File: src/rtl/wb_pkg.sv
// wb_pkg: shared types for the Wishbone-style single-transfer master.
//   wb_mst_state_t : master FSM encoding (IDLE, REQ, RESP)
//   WB_AW / WB_DW  : default address / data widths of the memory slave
//   wb_rsp_t       : response record {we, err, rdata}, also used by benches
package wb_pkg;

  localparam int WB_AW = 8;
  localparam int WB_DW = 8;

  typedef enum logic [1:0] {
    IDLE = 2'd0,
    REQ  = 2'd1,
    RESP = 2'd2
  } wb_mst_state_t;

  typedef struct packed {
    logic             we;
    logic             err;
    logic [WB_DW-1:0] rdata;
  } wb_rsp_t;

endpackage

File: src/rtl/wb_tmo_cnt.sv
// wb_tmo_cnt: cycle counter that flags when a strobe has been pending too long.
//   clk     : clock, rising edge
//   rst     : asynchronous active-low reset
//   clear   : restart the count at 0 (takes priority over enable)
//   enable  : advance the count by one this cycle
//   expired : high for the cycle in which an enabled count sits at TIMEOUT-1
module wb_tmo_cnt #(
  parameter int TIMEOUT = 16
) (
  input  logic clk,
  input  logic rst,
  input  logic clear,
  input  logic enable,
  output logic expired
);

  // TIMEOUT is at most 255, so 8 bits always hold TIMEOUT-1.
  logic [7:0] cnt_reg;

  always_ff @(posedge clk or negedge rst) begin
    if (!rst) begin
      cnt_reg <= '0;
    end else if (clear) begin
      cnt_reg <= '0;
    end else if (enable) begin
      cnt_reg <= cnt_reg + 8'd1;
    end
  end

  // Decoded from the count register; only meaningful while the master is
  // actually waiting, hence the qualification with enable.
  assign expired = enable && (cnt_reg == 8'(TIMEOUT - 1));

endmodule

File: src/rtl/wb_mst.sv
// wb_mst: single-transfer initiator for the 8-bit stb/we/ack memory slave.
//   clk, rst                 : clock (rising edge), async active-low reset
//   cmd_valid/cmd_ready      : user command handshake (ready only in IDLE)
//   cmd_we/cmd_addr/cmd_wdata: command direction, address, write data
//   stb/we/addr/wdata        : bus request, held stable until ack or timeout
//   rdata/ack                : slave read data and acknowledge
//   rsp_valid                : one-cycle response pulse (no backpressure)
//   rsp_we/rsp_rdata/rsp_err : response direction, read data, timeout flag
//   busy                     : high whenever the FSM is not in IDLE
module wb_mst
  import wb_pkg::*;
#(
  parameter int AW      = WB_AW,
  parameter int DW      = WB_DW,
  parameter int TIMEOUT = 16
) (
  input  logic          clk,
  input  logic          rst,
  input  logic          cmd_valid,
  output logic          cmd_ready,
  input  logic          cmd_we,
  input  logic [AW-1:0] cmd_addr,
  input  logic [DW-1:0] cmd_wdata,
  output logic          stb,
  output logic          we,
  output logic [AW-1:0] addr,
  output logic [DW-1:0] wdata,
  input  logic [DW-1:0] rdata,
  input  logic          ack,
  output logic          rsp_valid,
  output logic          rsp_we,
  output logic [DW-1:0] rsp_rdata,
  output logic          rsp_err,
  output logic          busy
);

  wb_mst_state_t state_reg, state_next;

  logic          stb_next, we_next, rsp_valid_next, rsp_we_next, rsp_err_next;
  logic [AW-1:0] addr_next;
  logic [DW-1:0] wdata_next, rsp_rdata_next;
  logic          cnt_clear, cnt_en, cnt_expired;

  wb_tmo_cnt #(
    .TIMEOUT(TIMEOUT)
  ) u_tmo (
    .clk    (clk),
    .rst    (rst),
    .clear  (cnt_clear),
    .enable (cnt_en),
    .expired(cnt_expired)
  );

  // Only combinational output: lets a command in on the very first IDLE cycle.
  assign cmd_ready = (state_reg == IDLE);

  always_ff @(posedge clk or negedge rst) begin
    if (!rst) begin
      state_reg <= IDLE;
      stb       <= 1'b0;
      we        <= 1'b0;
      addr      <= '0;
      wdata     <= '0;
      rsp_valid <= 1'b0;
      rsp_we    <= 1'b0;
      rsp_rdata <= '0;
      rsp_err   <= 1'b0;
      busy      <= 1'b0;
    end else begin
      state_reg <= state_next;
      stb       <= stb_next;
      we        <= we_next;
      addr      <= addr_next;
      wdata     <= wdata_next;
      rsp_valid <= rsp_valid_next;
      rsp_we    <= rsp_we_next;
      rsp_rdata <= rsp_rdata_next;
      rsp_err   <= rsp_err_next;
      busy      <= (state_next != IDLE);
    end
  end

  always_comb begin
    state_next     = state_reg;
    stb_next       = stb;
    we_next        = we;
    addr_next      = addr;
    wdata_next     = wdata;
    rsp_valid_next = 1'b0;
    rsp_we_next    = rsp_we;
    rsp_rdata_next = rsp_rdata;
    rsp_err_next   = rsp_err;
    cnt_clear      = 1'b0;
    cnt_en         = 1'b0;

    unique case (state_reg)
      IDLE: begin
        // A stray ack here is simply not looked at.
        if (cmd_valid) begin
          stb_next   = 1'b1;
          we_next    = cmd_we;
          addr_next  = cmd_addr;
          wdata_next = cmd_wdata;
          cnt_clear  = 1'b1;
          state_next = REQ;
        end
      end

      REQ: begin
        cnt_en = 1'b1;
        // ack is tested first so that it wins over a coincident timeout.
        if (ack) begin
          stb_next       = 1'b0;
          rsp_valid_next = 1'b1;
          rsp_we_next    = we;
          rsp_rdata_next = we ? '0 : rdata;
          rsp_err_next   = 1'b0;
          state_next     = RESP;
        end else if (cnt_expired) begin
          stb_next       = 1'b0;
          rsp_valid_next = 1'b1;
          rsp_we_next    = we;
          rsp_rdata_next = '0;
          rsp_err_next   = 1'b1;
          state_next     = RESP;
        end
      end

      RESP: begin
        // rsp_valid falls back to 0 by default; the extra cycle here keeps
        // stb low for two cycles before the next request can start.
        state_next = IDLE;
      end

      default: begin
        state_next = IDLE;
        stb_next   = 1'b0;
      end
    endcase
  end

endmodule

File: config.mk
export PLATFORM = sky130hd
export DESIGN_NAME = wb_mst
export DESIGN_NICKNAME = d
export VERILOG_FILES = /design/src/rtl/wb_pkg.sv /design/src/rtl/wb_tmo_cnt.sv /design/src/rtl/wb_mst.sv
export SDC_FILE = /design/constraint.sdc
export NUM_CORES = 1
export LEC_CHECK = 0
export CORE_MARGIN = 1.5
export CORE_UTILIZATION = 45
export DETAILED_ROUTE_END_ITERATION = 6
export PLACE_DENSITY = 0.82
export SLEW_MARGIN = 10
export SYNTH_ARGS = -nofsm -noshare
export SYNTH_HDL_FRONTEND = slang
export SYNTH_SLANG_ARGS = --single-unit
File: constraint.sdc
create_clock -name clk -period 4.27 [get_ports clk]
set_input_delay 0.854 -clock clk [delete_from_list [all_inputs] [get_ports clk]]
set_output_delay 0.854 -clock clk [all_outputs]
set_load 0.02 [all_outputs]
# Word level (Yosys, flattened, before mapping)
# Index checks and enable logic that the tools add are counted.
classes:
  add_sub_neg: 1
  n_eq_ne: 5
  mux: 23
  n_bitwise: 1
  reduce_logical: 8
ops:
  columns: ["op", "count"]
  rows:
  - ["two-way mux 8 bit", 5]
  - ["two-way mux 1 bit", 13]
  - ["adder 8 x 1 -> 8 bit (second input constant)", 1]
  - ["== test 8 x 4 -> 1 bit (second input constant)", 1]
  - ["two-way mux 2 bit", 3]
  - ["nonzero test 2 bit", 3]
  - ["case mux 2 bit (2 select lines)", 1]
  - ["AND reduction 2 bit", 2]
  - ["!= test 3 bit (second input constant)", 1]
  - ["case mux 1 bit (3 select lines)", 1]
  - ["AND reduction 3 bit", 1]
  - ["== test 2 x 1 -> 1 bit (second input constant)", 1]
  - ["== test 2 bit (second input constant)", 1]
  - ["zero test 2 bit", 1]
  - ["!= test 2 bit (second input constant)", 1]
  - ["logical AND 1 bit", 1]
  - ["NOT 1 bit", 1]
word_totals:
  register_bits: 40
  in_bits: 29
  output_inout_bits: 31
  elab_cells: 49

# Longest topological paths before layout
logic_depth:
  depth_word: 7
  ltp_mapped: 6
  ltp_nobuf: 5

# Cells and area by module
# From an unflattened synthesis, not the netlist that was laid out.
hier_totals:
  cells_unflattened: 135
  area_unflattened_um2: 1711.6
modules_own_cells:
  columns: ["mod", "instances", "cells_each", "area_each_um2", "seq_area_each_um2"]
  rows:
  - ["wb_mst", 1, 95, 1297.5, 800.8]
  - ["wb_tmo_cnt", 1, 40, 414.1, 200.2]

# Least setup slack after synthesis
# OpenSTA, ideal clock, no wires.
synth_path:
  path_kind: "input -> register"
  startpoint: "in cmd_valid"
  endpoint: "reg wdata[2]"
  setup_time_ns: 0.065
  arrival_time_ns: 1.816
  required_time_ns: 4.205
  path_slack_ns: 2.389
  cell_stages: 4
  path_buffers: 1
  path_cell_list: "nor3b_1 clkbuf_1 nand2_1 nand2_1"
synth_via:
  elab_chain_len: 1
synth_rtl:
  columns: ["item", "line", "text"]
  rows:
  - ["start: declaration", "wb_mst.sv:19", "input logic cmd_valid,"]
  - ["AND reduction 2 bit (no source line)", null, null]
  - ["end signal: assignment", "wb_mst.sv:74", "wdata <= wdata_next;"]
  - ["end: declaration", "wb_mst.sv:27", "output logic [DW-1:0] wdata,"]
# No other way between the ends.
# A chain may end at the register's enable or synchronous reset.

# Final worst setup path
layout_path:
  startpoint: "reg state_reg[0]"
  endpoint: "out cmd_ready"
layout_via:
  elab_chain_len: 1
layout_rtl:
  columns: ["item", "line", "text"]
  rows:
  - ["start: declaration", "wb_mst.sv:37", "wb_mst_state_t state_reg, state_next;"]
  - ["start signal: assignment", "wb_mst.sv:70", "state_reg <= state_next;"]
  - ["zero test 2 bit", "wb_mst.sv:55", "assign cmd_ready = (state_reg == IDLE);"]
  - ["end: declaration", "wb_mst.sv:20", "output logic cmd_ready,"]
# No other way between the ends.

==> impl_metrics.py <==
metrics = {
    "run_status": {
        "status": "complete, no violations",
    },
    "synthesis": {
        "yosysMostFrequentCell": "nand2_1",
        "yosysTopAreaCell": "dfrtp_1",
        "synthesis.area_um2": 1590,
        "ys_ff_latch": 40,
        "async_flop_share_pct": 100,
        "synth-main-ff-cell": "dfrtp_1",
        "syn_inst": 152,
        "synth.top_cell.area_share_pct": 62.8,
        "yosysSeqAreaShare_pct": 62.8,
        "synthTopCellsByCount": "59 x nand2_1, 40 x dfrtp_1, 9 x a22o_1",
        "synth_edf_count": 0,
        "ys_warn_count": 0,
        "postSynthAreaPerCell_um2": 10.5,
        "ys_types": 26,
        "synthTopCellsByArea": "dfrtp_1 63%, nand2_1 14%, a22o_1 4.9%, mux2i_1 2.5%, inv_1 1.4%",
        "synth_nets": 182,
    },
    "layout": {
        "multi_input_area_um2": 548,
        "antenna_cells": 0,
        "syn2layout_area_growth_pct": 41.8,
        "nets": 243,
        "fillers": 283,
        "final_util_pct": 67.2,
        "ff_latch_area_um2": 1000,
        "postLayoutCellArea_um2": 2260,
        "drive_above_1_share_pct": 5.63,
    },
    "timing": {
        "hold_viol_final": 0,
        "fin_crit_ns": 2.38,
        "setup_violations": 0,
        "final_max_slew_viol_count": 0,
        "holdWs_ns": 0.489,
        "fin_setup_tns_ns": 0,
        "fmax_mhz": 420,
        "rsz0062_at_grt": "false",
        "worst_pin_slew_ns": 0.998,
        "timing.final.crit_share_pct": 55.8,
        "fin_skew_ns": 0.00757,
        "relSlewSlack_pct": 33.2,
    },
    "setup_path": {
        "crit_fanout": 7,
        "r2r_start": "u_tmo.cnt_reg[0]$_DFFE_PN0P_",
        "endpoint_kind": "primary output",
        "cp.buffers_inverters": 1,
        "slowest_stage": "clkdlybuf4s50_1",
        "crit_required_ns": 3.42,
        "start_kind": "register",
        "path_cells": "nor2_1, clkdlybuf4s50_1",
        "max_stage_delay_ns": 0.61,
        "cp_top_family": "buffers and inverters",
        "cp_data_arrival_time_ns": 1.53,
        "critPathLaunch": "state_reg[0]$_DFF_PN0_",
        "worstSetupPathType": "reg2out",
        "r2r_slack_ns": 2.23,
    },
    "clock_network": {
        "cts_inserted_buffers": 5,
        "clk_latency_ns": 0.34,
        "cts_root_buf": "clkbuf_4",
        "cts_resized": 0,
        "cts_hold_buf": 0,
        "cts_setup_buffers": 0,
        "clock-sinks": 40,
        "tritoncts": "built",
        "cts.clk_slew.worst_paths_ns": 0.11,
        "clock_path_buffers": 2,
        "htree_levels": 2,
    },
    "pwr": {
        "irDropWorstVdd_v": 0.000369,
        "power_density_nw_per_um2": 627,
        "power.leakage_nw": 1.09,
        "finalPower_mw": 1.42,
    },
    "global_routing": {
        "grt_pass1_vias": 1395,
        "grt_pass1_wl_um": 6010,
        "grt_max_degree": 41,
        "antenna_found_initial": 0,
        "grt_usage_pct": 19.6,
        "overflow": 0,
    },
    "placed_design": {
        "globalplace.congestion": 0.825,
        "place_hpwl_um": 2560,
        "port_buffers": 59,
        "place_area_um2": 2210,
    },
    "routing": {
        "antenna_left": 0,
        "first_pass_iters": 4,
        "route.detailed.drc": 0,
        "avgViaCountPerCell": 5.02,
        "wl_per_cell_um": 13.5,
        "wirelength_um": 3500,
        "drt_iter0_markers": 60,
        "vias": 1300,
    },
    "floorplanning": {
        "core_area_um2": 3360,
        "die_x_um": 62.5,
        "rows": 21,
        "die_h_um": 62.5,
        "ios": 60,
        "die-area_um2": 3910,
        "initial_core_util_pct": 47.4,
    },
    "flow_run": {
        "max-cap-violations": 0,
    },
    "hold_path": {
        "hp-start": "addr[7]$_DFFE_PN0P_",
        "hold_path.class": "reg2reg",
    },
}
layer usage:
| layer | track usage [%] | wire length (µm) | vias up |
|---|---|---|---|
| met4 | 6.67 | 46 | 0 |
| met5 | 0 | 0 | - |
| li1 | - | - | 623 |
| met2 | 33.1 | 1740 | 36 |
| met1 | 23.0 | 1490 | 634 |
| met3 | 7.39 | 225 | 7 |
area by class of cell:
class                      instances  area share (%)
clock buffer                       6            1.83
clock inverter                     1           0.221
inverter                           6           0.996
multi-input combinational        101            24.2
sequential                        40            44.3
tap                               46            2.55
timing repair buffer              59            25.9
report_power, final:
group          switching, mW  total (mW)  internal [mW]
Sequential            0.0889       0.601          0.512
Clock                  0.112       0.172         0.0607
Combinational          0.331       0.644          0.313
Total                  0.532        1.42          0.885
kinds of logic after synthesis:
| logic type | after synthesis | share of synthesized area (%) |
|---|---|---|
| AOI/OAI and AO/OA | 21 | 10.3 |
| buffers and inverters | 11 | 3.14 |
| muxes | 5 | 3.22 |
| and+or+nand+nor | 74 | 19.8 |
| DFF | 40 | 62.8 |
| adders and majority gates | 1 | 0.785 |
placed cells by master, fill, tap and decap left out, drive strengths merged:
master	n
a21oi	4
o211ai	1
mux2i	4
clkinv	1
nand2	60
o32ai	1
nor3b	1
ha	1
mux2	1
clkbuf	6
or4b	1
nor2	3
inv	6
nor2b	1
o21ai	4
and3	2
nand2b	1
nor3	2
clkdlybuf4s50	58
dfrtp	40
a22o	9
nand3b	1
nand4	2
buf	1
o31ai	2
through the flow:
stage	std cells	worst slack [ns]
2_1_floorplan	152	2.39
3_3_place_gp	252	1.81
3_5_place_dp	252	1.70
4_1_cts	259	1.87
5_1_grt	259	1.79
6_report	259	1.89
path summary, 6_finish.rpt:
path / depth (start not counted) / to
worst max-delay path: 2 / cmd_ready
worst min-delay path: 2 / addr[7]$_DFFE_PN0P_
worst max register to register: 5 / rsp_we$_DFFE_PN0P_
worst min register to register: 2 / addr[7]$_DFFE_PN0P_
max in group asynchronous: 1 / wdata[7]$_DFFE_PN0P_
min in group asynchronous: 1 / stb$_DFFE_PN0P_
worst min-delay path, stage by stage, from the launching register on:
cell,delay (ns)
dfrtp_1,0.36
nand2_1,0.05
nand2_1,0.05
No activity file was read; power rests on OpenSTA's default activity.
